## src/rtl/shift_pipe_pkg.sv

```systemverilog
// ============================================================================
// Module   : shift_pipe_pkg
// Brief    : Shared constants and helpers for the shift_pipe elastic pipeline.
// Revision : 1.0 - initial release
// ============================================================================
`default_nettype none

package shift_pipe_pkg;

    localparam int c_DEFAULT_WIDTH = 4;
    localparam int c_DEFAULT_DEPTH = 2;
    localparam int c_PAR_MAX_W     = 64;

    function automatic int count_width(input int depth);
        return $clog2(depth + 1);
    endfunction

    // Callers zero-extend narrower data; zero bits do not disturb parity.
    function automatic logic even_parity(input logic [c_PAR_MAX_W-1:0] value);
        return ^value;
    endfunction

endpackage

`default_nettype wire

```

## src/rtl/shift_pipe_stage.sv

```systemverilog
// ============================================================================
// Module   : shift_pipe_stage
// Brief    : One valid+data register of the shift pipeline with load/clear.
//            Carries a parity bit when SHIFT_PIPE_PARITY_EN is defined.
// Revision : 1.0 - initial release
// ============================================================================
`default_nettype none

module shift_pipe_stage
    import shift_pipe_pkg::*;
#(
    parameter int WIDTH = c_DEFAULT_WIDTH
) (
    input  logic             clk,
    input  logic             rst,
    input  logic             clear,
    input  logic             load,
    input  logic             src_valid,
    input  logic [WIDTH-1:0] src_data,
`ifdef SHIFT_PIPE_PARITY_EN
    input  logic             src_par,
    output logic             par,
`endif
    output logic             valid,
    output logic [WIDTH-1:0] data
);

    logic             valid_d;
    logic             valid_q;
    logic [WIDTH-1:0] data_d;
    logic [WIDTH-1:0] data_q;

    // Data only moves when a valid word arrives, so empty stages stay quiet.
    always_comb begin
        valid_d = valid_q;
        data_d  = data_q;
        if (clear) begin
            valid_d = 1'b0;
        end else if (load) begin
            valid_d = src_valid;
            if (src_valid) begin
                data_d = src_data;
            end
        end
    end

    always_ff @(posedge clk or posedge rst) begin
        if (rst) begin
            valid_q <= 1'b0;
            data_q  <= '0;
        end else begin
            valid_q <= valid_d;
            data_q  <= data_d;
        end
    end

    assign valid = valid_q;
    assign data  = data_q;

`ifdef SHIFT_PIPE_PARITY_EN
    logic par_d;
    logic par_q;

    always_comb begin
        par_d = par_q;
        if (!clear && load && src_valid) begin
            par_d = src_par;
        end
    end

    always_ff @(posedge clk or posedge rst) begin
        if (rst) begin
            par_q <= 1'b0;
        end else begin
            par_q <= par_d;
        end
    end

    assign par = par_q;
`endif

endmodule

`default_nettype wire

```

## src/rtl/shift_pipe.sv

```systemverilog
// ============================================================================
// Module   : shift_pipe
// Brief    : Parametrised elastic shift pipeline with valid/ready at both ends,
//            bubble collapsing, flush, tap port and occupancy count.
//            Macro SHIFT_PIPE_PARITY_EN adds per-stage parity and par_err.
// Revision : 1.0 - initial release
// ============================================================================
`default_nettype none

module shift_pipe
    import shift_pipe_pkg::*;
#(
    parameter int WIDTH = c_DEFAULT_WIDTH,
    parameter int DEPTH = c_DEFAULT_DEPTH,
    parameter int TAP   = 0
) (
    input  logic                            clk,
    input  logic                            rst,
    input  logic                            in_valid,
    input  logic [WIDTH-1:0]                in_data,
    output logic                            in_ready,
    output logic                            out_valid,
    output logic [WIDTH-1:0]                out_data,
    input  logic                            out_ready,
    input  logic                            flush,
    output logic                            tap_valid,
    output logic [WIDTH-1:0]                tap_data,
    output logic [count_width(DEPTH)-1:0]   count,
    output logic                            par_err
);

    localparam int                 c_CNT_W   = count_width(DEPTH);
    localparam logic [c_CNT_W-1:0] c_CNT_ONE = {{(c_CNT_W-1){1'b0}}, 1'b1};

    logic [DEPTH-1:0] w_valid;
    logic [DEPTH-1:0] w_src_valid;
    logic [DEPTH-1:0] w_adv;
    logic [WIDTH-1:0] w_data     [DEPTH];
    logic [WIDTH-1:0] w_src_data [DEPTH];
    logic             w_accept;
    logic             w_xfer;

    // A stage may advance when the output drains or any stage at or beyond it is empty.
    always_comb begin : p_adv
        logic all_full;
        all_full = 1'b1;
        w_adv    = '0;
        for (int i = DEPTH - 1; i >= 0; i--) begin
            all_full = all_full & w_valid[i];
            w_adv[i] = out_ready | ~all_full;
        end
    end

    assign in_ready = w_adv[0] & ~flush;
    assign w_accept = in_valid & in_ready;
    assign w_xfer   = out_valid & out_ready;

`ifdef SHIFT_PIPE_PARITY_EN
    logic [DEPTH-1:0]       w_par;
    logic [DEPTH-1:0]       w_src_par;
    logic [c_PAR_MAX_W-1:0] w_in_ext;
    logic [c_PAR_MAX_W-1:0] w_out_ext;

    always_comb begin
        w_in_ext               = '0;
        w_in_ext[WIDTH-1:0]    = in_data;
        w_out_ext              = '0;
        w_out_ext[WIDTH-1:0]   = w_data[DEPTH-1];
    end
`endif

    for (genvar gi = 0; gi < DEPTH; gi++) begin : g_stage
        if (gi == 0) begin : g_src_in
            assign w_src_valid[gi] = w_accept;
            assign w_src_data[gi]  = in_data;
`ifdef SHIFT_PIPE_PARITY_EN
            assign w_src_par[gi]   = even_parity(w_in_ext);
`endif
        end else begin : g_src_prev
            assign w_src_valid[gi] = w_valid[gi-1];
            assign w_src_data[gi]  = w_data[gi-1];
`ifdef SHIFT_PIPE_PARITY_EN
            assign w_src_par[gi]   = w_par[gi-1];
`endif
        end

        shift_pipe_stage #(
            .WIDTH (WIDTH)
        ) u_stage (
            .clk       (clk),
            .rst       (rst),
            .clear     (flush),
            .load      (w_adv[gi]),
            .src_valid (w_src_valid[gi]),
            .src_data  (w_src_data[gi]),
`ifdef SHIFT_PIPE_PARITY_EN
            .src_par   (w_src_par[gi]),
            .par       (w_par[gi]),
`endif
            .valid     (w_valid[gi]),
            .data      (w_data[gi])
        );
    end

    assign out_valid = w_valid[DEPTH-1];
    assign out_data  = w_data[DEPTH-1];
    assign tap_valid = w_valid[TAP];
    assign tap_data  = w_data[TAP];

    logic [c_CNT_W-1:0] count_d;
    logic [c_CNT_W-1:0] count_q;

    always_comb begin
        count_d = count_q;
        if (flush) begin
            count_d = '0;
        end else if (w_accept && !w_xfer) begin
            count_d = count_q + c_CNT_ONE;
        end else if (!w_accept && w_xfer) begin
            count_d = count_q - c_CNT_ONE;
        end
    end

    always_ff @(posedge clk or posedge rst) begin
        if (rst) begin
            count_q <= '0;
        end else begin
            count_q <= count_d;
        end
    end

    assign count = count_q;

`ifdef SHIFT_PIPE_PARITY_EN
    logic par_err_d;
    logic par_err_q;

    // Parity is rechecked only on words actually delivered downstream.
    always_comb begin
        par_err_d = par_err_q;
        if (flush) begin
            par_err_d = 1'b0;
        end else if (w_xfer && (even_parity(w_out_ext) != w_par[DEPTH-1])) begin
            par_err_d = 1'b1;
        end
    end

    always_ff @(posedge clk or posedge rst) begin
        if (rst) begin
            par_err_q <= 1'b0;
        end else begin
            par_err_q <= par_err_d;
        end
    end

    assign par_err = par_err_q;
`else
    assign par_err = 1'b0;
`endif

endmodule

`default_nettype wire

```

## config.mk

```make
export PLATFORM = sky130hd
export DESIGN_NAME = shift_pipe
export DESIGN_NICKNAME = d
export VERILOG_FILES = /design/src/rtl/shift_pipe_pkg.sv /design/src/rtl/shift_pipe_stage.sv /design/src/rtl/shift_pipe.sv
export SDC_FILE = /design/constraint.sdc
export NUM_CORES = 1
export LEC_CHECK = 0
export ABC_AREA = 1
export CAP_MARGIN = 10
export CELL_PAD_IN_SITES_DETAIL_PLACEMENT = 1
export CELL_PAD_IN_SITES_GLOBAL_PLACEMENT = 1
export CORE_ASPECT_RATIO = 1.2
export CORE_MARGIN = 2
export CORE_UTILIZATION = 31
export CTS_BUF_LIST = sky130_fd_sc_hd__clkbuf_16
export CTS_CLUSTER_DIAMETER = 100
export DETAILED_ROUTE_END_ITERATION = 6
export PLACE_DENSITY_LB_ADDON = 0.1
export SLEW_MARGIN = 10
export SYNTH_ARGS = -nofsm -noshare
export SYNTH_HDL_FRONTEND = slang
export SYNTH_SLANG_ARGS = --single-unit
```

## constraint.sdc

```tcl
create_clock -name clk -period 2.15 [get_ports clk]
set_clock_uncertainty 0.2 [all_clocks]
set_input_delay 0.5375 -clock clk [delete_from_list [all_inputs] [get_ports clk]]
set_output_delay 0.5375 -clock clk [all_outputs]
set_load 0.01 [all_outputs]
```

## Yosys cells after proc, flatten, opt, wreduce, memory -nomap -nowiden

Index checks and enable logic that the tools add are counted.

- Bits of input ports: 9
- Output and inout bits: 14
- Bits in registers: 12
- Word-level logic and storage cells: 32

- Muxes and demuxes: 7
- Add/subtract/negate cells: 2
- Bitwise gates (word level): 9
- Reduce and logical (&&, ||, !) cells: 9

Operators by type and width:

| cell | count |
|---|---|
| 2-bit two-way mux | 3 |
| 3-bit AND reduction | 2 |
| 1-bit bitwise AND | 4 |
| 1-bit two-way mux | 4 |
| 2-bit nonzero test | 2 |
| 1-bit inverter | 3 |
| 3-bit nonzero test | 1 |
| 2-bit by 1-bit adder with 2-bit output, second input constant | 1 |
| 1-bit logical AND | 2 |
| 1-bit logical NOT | 2 |
| 1-bit bitwise OR | 2 |
| 2-bit by 1-bit subtractor with 2-bit output, second input constant | 1 |

## Depth between registers and ports, before layout

- Depth after elaboration: 10
- Gate-level depth with buffers: 8
- Gate-level depth less buffers: 8

## Hierarchy

A second synthesis with hierarchy kept.

- Cells, all modules: 78
- Area total of the unflattened synthesis: 619.3 sq um

By module, submodules not included:

| module | sequential area each (sq um) | cells an instance | area each (sq um) | times used |
|---|---|---|---|---|
| shift_pipe_stage | 125.1 | 22 | 206.4 | 2 |
| shift_pipe | 50.0 | 34 | 206.4 | 1 |

## Worst setup path after synthesis

OpenSTA, ideal clock, no wires.

- Path type: input-to-output
- Start point: in out_ready
- End point: out in_ready
- Setup slack: 0.645 ns
- Data required time: 1.412 ns
- Stages on the path: 2
- Path buffers: 0
- Arrival time: 0.768 ns
- Cells stage by stage: nor2_1 > nor2_2

- Longest elaborated chain between the ends: 2

RTL lines:

| item | RTL line | text |
|---|---|---|
| start: declaration | shift_pipe.sv:24 | `input logic out_ready,` |
| 1-bit bitwise OR | shift_pipe.sv:50 | `w_adv[i] = out_ready \| ~all_full;` |
| 1-bit bitwise AND | shift_pipe.sv:54 | `assign in_ready = w_adv[0] & ~flush;` |
| end: declaration | shift_pipe.sv:21 | `output logic in_ready,` |

Every way passes these cells.

## Worst setup path in the final report

Ends and elaborated chain as after synthesis.

==> run metrics <==
final critical-path setup slack=100 ps; mapped cell area=564 sq um; Initial Utilization=33.6%; Worst Setup End Kind=primary output; CP required=1410 ps; cell family with most CP delay=buffers and inverters; Yosys top cell by area=dfrtp_1; vias in the first global route=518; switching portion of total power=24.4%; I/O pin count=23; Sink Count=12; hold-fix buffers at CTS=0; Peak supply drop=0.000527 V; final hold violation count=0; # nets final=104; DRT antenna net count=0; Yosys top cell area share=53.2%; Comb power frac=23.0%; DRT met1 WL=527 um; initial detailed-routing violation count=3; H-tree level count=1; gr usage total=13.5%; Net Count, Synth=76; Die Wd=42.9 um; Hold/Removal Path Class=reg2reg; Vias/cell=4.67; drt pass-1 iters=2; top-count cell post-synth=nand2_1; Slew Limit Fails=0; sequential share of the synthesized area=53.2%; GPL Wtd Cong=0.775; Setup TNS Final=0 ps; cell area after layout=882 sq um; critical path arrival=1310 ps; highest clock rate=488 MHz; maxcap violations=0; Worst setup SP type=input port; ys flop type=dfrtp_1; fraction of final layout cells sized beyond drive strength 1=17.2%; Rows=16; via count=518; clk_lat worst skew=240 ps; core region area=0.00168 sq mm; critical setup path kind=in2out; CTS tree=yes; Num CTS Buffers=3; Max Buffers Root-to-Sink=2; gr ovfl total=0; Post-Syn Instances=67; sw power=195 uW; Distinct cells, synth=17; Final Cycle Share=95.3%; DRT Wirelength=1300 um; DRC viols=0; WL met2=688 um; met3 WL=63 um; CP cell instances=clkdlybuf4s50_1 > nor2_1 > nor2_2 > buf_2; R2R cell count=7; unrepaired setup endpoints after global routing=no; DP Wirelength=976 um; global-route wire length before repair=2150 um; mean post-synth cell area=8.42 sq um; slowest stage cell, crit path=clkdlybuf4s50_1; CTS clk-pin slew, worst paths=40 ps; Die Y=50.7 um; Leak Pwr=0.433 nW; sequential share of power=35.7%; Post-Place Worst Slack=-315 ps; worst hold slack=287 ps; DR WL/cell=11.7 um; worst path buffer plus inverter count=2; most frequent cells after synthesis=nand2_1, dfrtp_1, inv_1, a21oi_1, nor2_2; ant diodes=0; asr flop ratio synth=100%; most area-consuming cells after synthesis=dfrtp_1, nand2_1, inv_1; Area after DPL=812 sq um; largest net degree at the start of global routing=13; Area growth, synth to finish=56.3%; number of fill cells=202; Port Buf Inserts=21; #FFs+latches synth=12; Clk pwr share=41.2%; EDFF count, synth=0; status=finished, final reports clean; max incr delay on CP=480 ps; largest fanout on the critical path=2; Synthesis Warnings=0; final setup fails=0; Root Driver=clkbuf_16; fin crit period=2050 ps; die area=0.00218 sq mm; top layer in use=met4; internal power=603 uW; Hold Path Cell Cnt=2; antenna violations before repair=0; Crit path depth=4; PwrDens=905 mW/mm^2
## kinds of logic (layout without fill, tap and decap cells)
logic type | Yosys count | in the layout | share of synthesized area [%]
flops | 12 | 12 | 53.2
other cells | 1 | 1 | 0.665
simple gates | 29 | 29 | 25.1
compound gates | 13 | 13 | 12.4
buf+inv | 12 | 38 | 8.65
## worst register-to-register path: stages, from the launching register on
cell	delay (ps)
dfrtp_1	410
nand2_1	70
nor2_1	120
nor2_2	50
buf_4	140
nand2_4	110
nor2_2	50
a21oi_1	140
## routing by layer
layer,global-route usage [%],up-vias
met4,6.06,0
met5,0,-
met3,3.24,5
met2,25.3,16
met1,13.8,235
li1,-,262
## final timing paths
path | start | endpoint | slack, ps
setup / recovery | out_ready | in_ready | 100
hold / removal | g_stage[1].u_stage.data[0] | g_stage[1].u_stage.data[0] | 290
setup reg to reg | g_stage[1].u_stage.valid | g_stage[0].u_stage.data[1] | 780
hold reg to reg | g_stage[1].u_stage.data[0] | g_stage[1].u_stage.data[0] | 290
max in group asynchronous | rst | g_stage[0].u_stage.data[1] | 1030
min in group asynchronous | rst | count[0] | 420
## power groups by stage
stage | combinational, mW | sequential (mW) | clock [mW]
after floorplan | 0.0623 | 0.303 | 0
after global placement | 0.182 | 0.287 | 0
after detailed placement | 0.185 | 0.288 | 0
after CTS | 0.187 | 0.286 | 0.335
after global routing | 0.203 | 0.290 | 0.347
final | 0.184 | 0.285 | 0.329
## cell usage in the layout, fill, tap and decap left out
cell type        count
nand3_2              1
inv_2                1
clkdlybuf4s50_1     20
nor2_1               3
clkbuf_16            3
nand2_1             16
o21ai_1              4
o21ai_0              1
nand3_1              1
buf_4                3
inv_1               10
conb_1               1
dfrtp_1             12
o21ai_2              1
nand4_1              2
a31oi_1              1
nor2_2               5
a21oi_1              6
buf_2                1
nand2_4              1
## sequential cells by signal, summed over array words and instances, names as in the netlist
name and cells:
g_stage.u_stage.data 8, count 2, g_stage.u_stage.valid 2
## per-stage QoR
step                      utilization [%]  total power, mW  std cells
after floorplan                         -            0.365         67
after global placement               48.3            0.469        108
after detailed placement             48.3            0.473        108
after CTS                            52.5            0.808        111
after global routing                 52.5            0.840        111
final                                52.5            0.798        111
## what timing repair did
| item | 4_1_cts | 5_1_grt |
|---|---|---|
| resized for setup | 4 | 0 |
| setup buffers | 0 | 0 |
| setup endpoints to repair | 1 | 0 |
## final cells by class
type	instances	area (sq um)	area share, %
Tap cell	18	22.5	2.55
Sequential cell	12	300	34.0
Timing Repair Buffer	24	228	25.8
Inverter	11	41.3	4.68
Clock buffer	3	75.1	8.51
Multi-Input combinational cell	43	215	24.4
No activity file was read; power rests on OpenSTA's default activity.
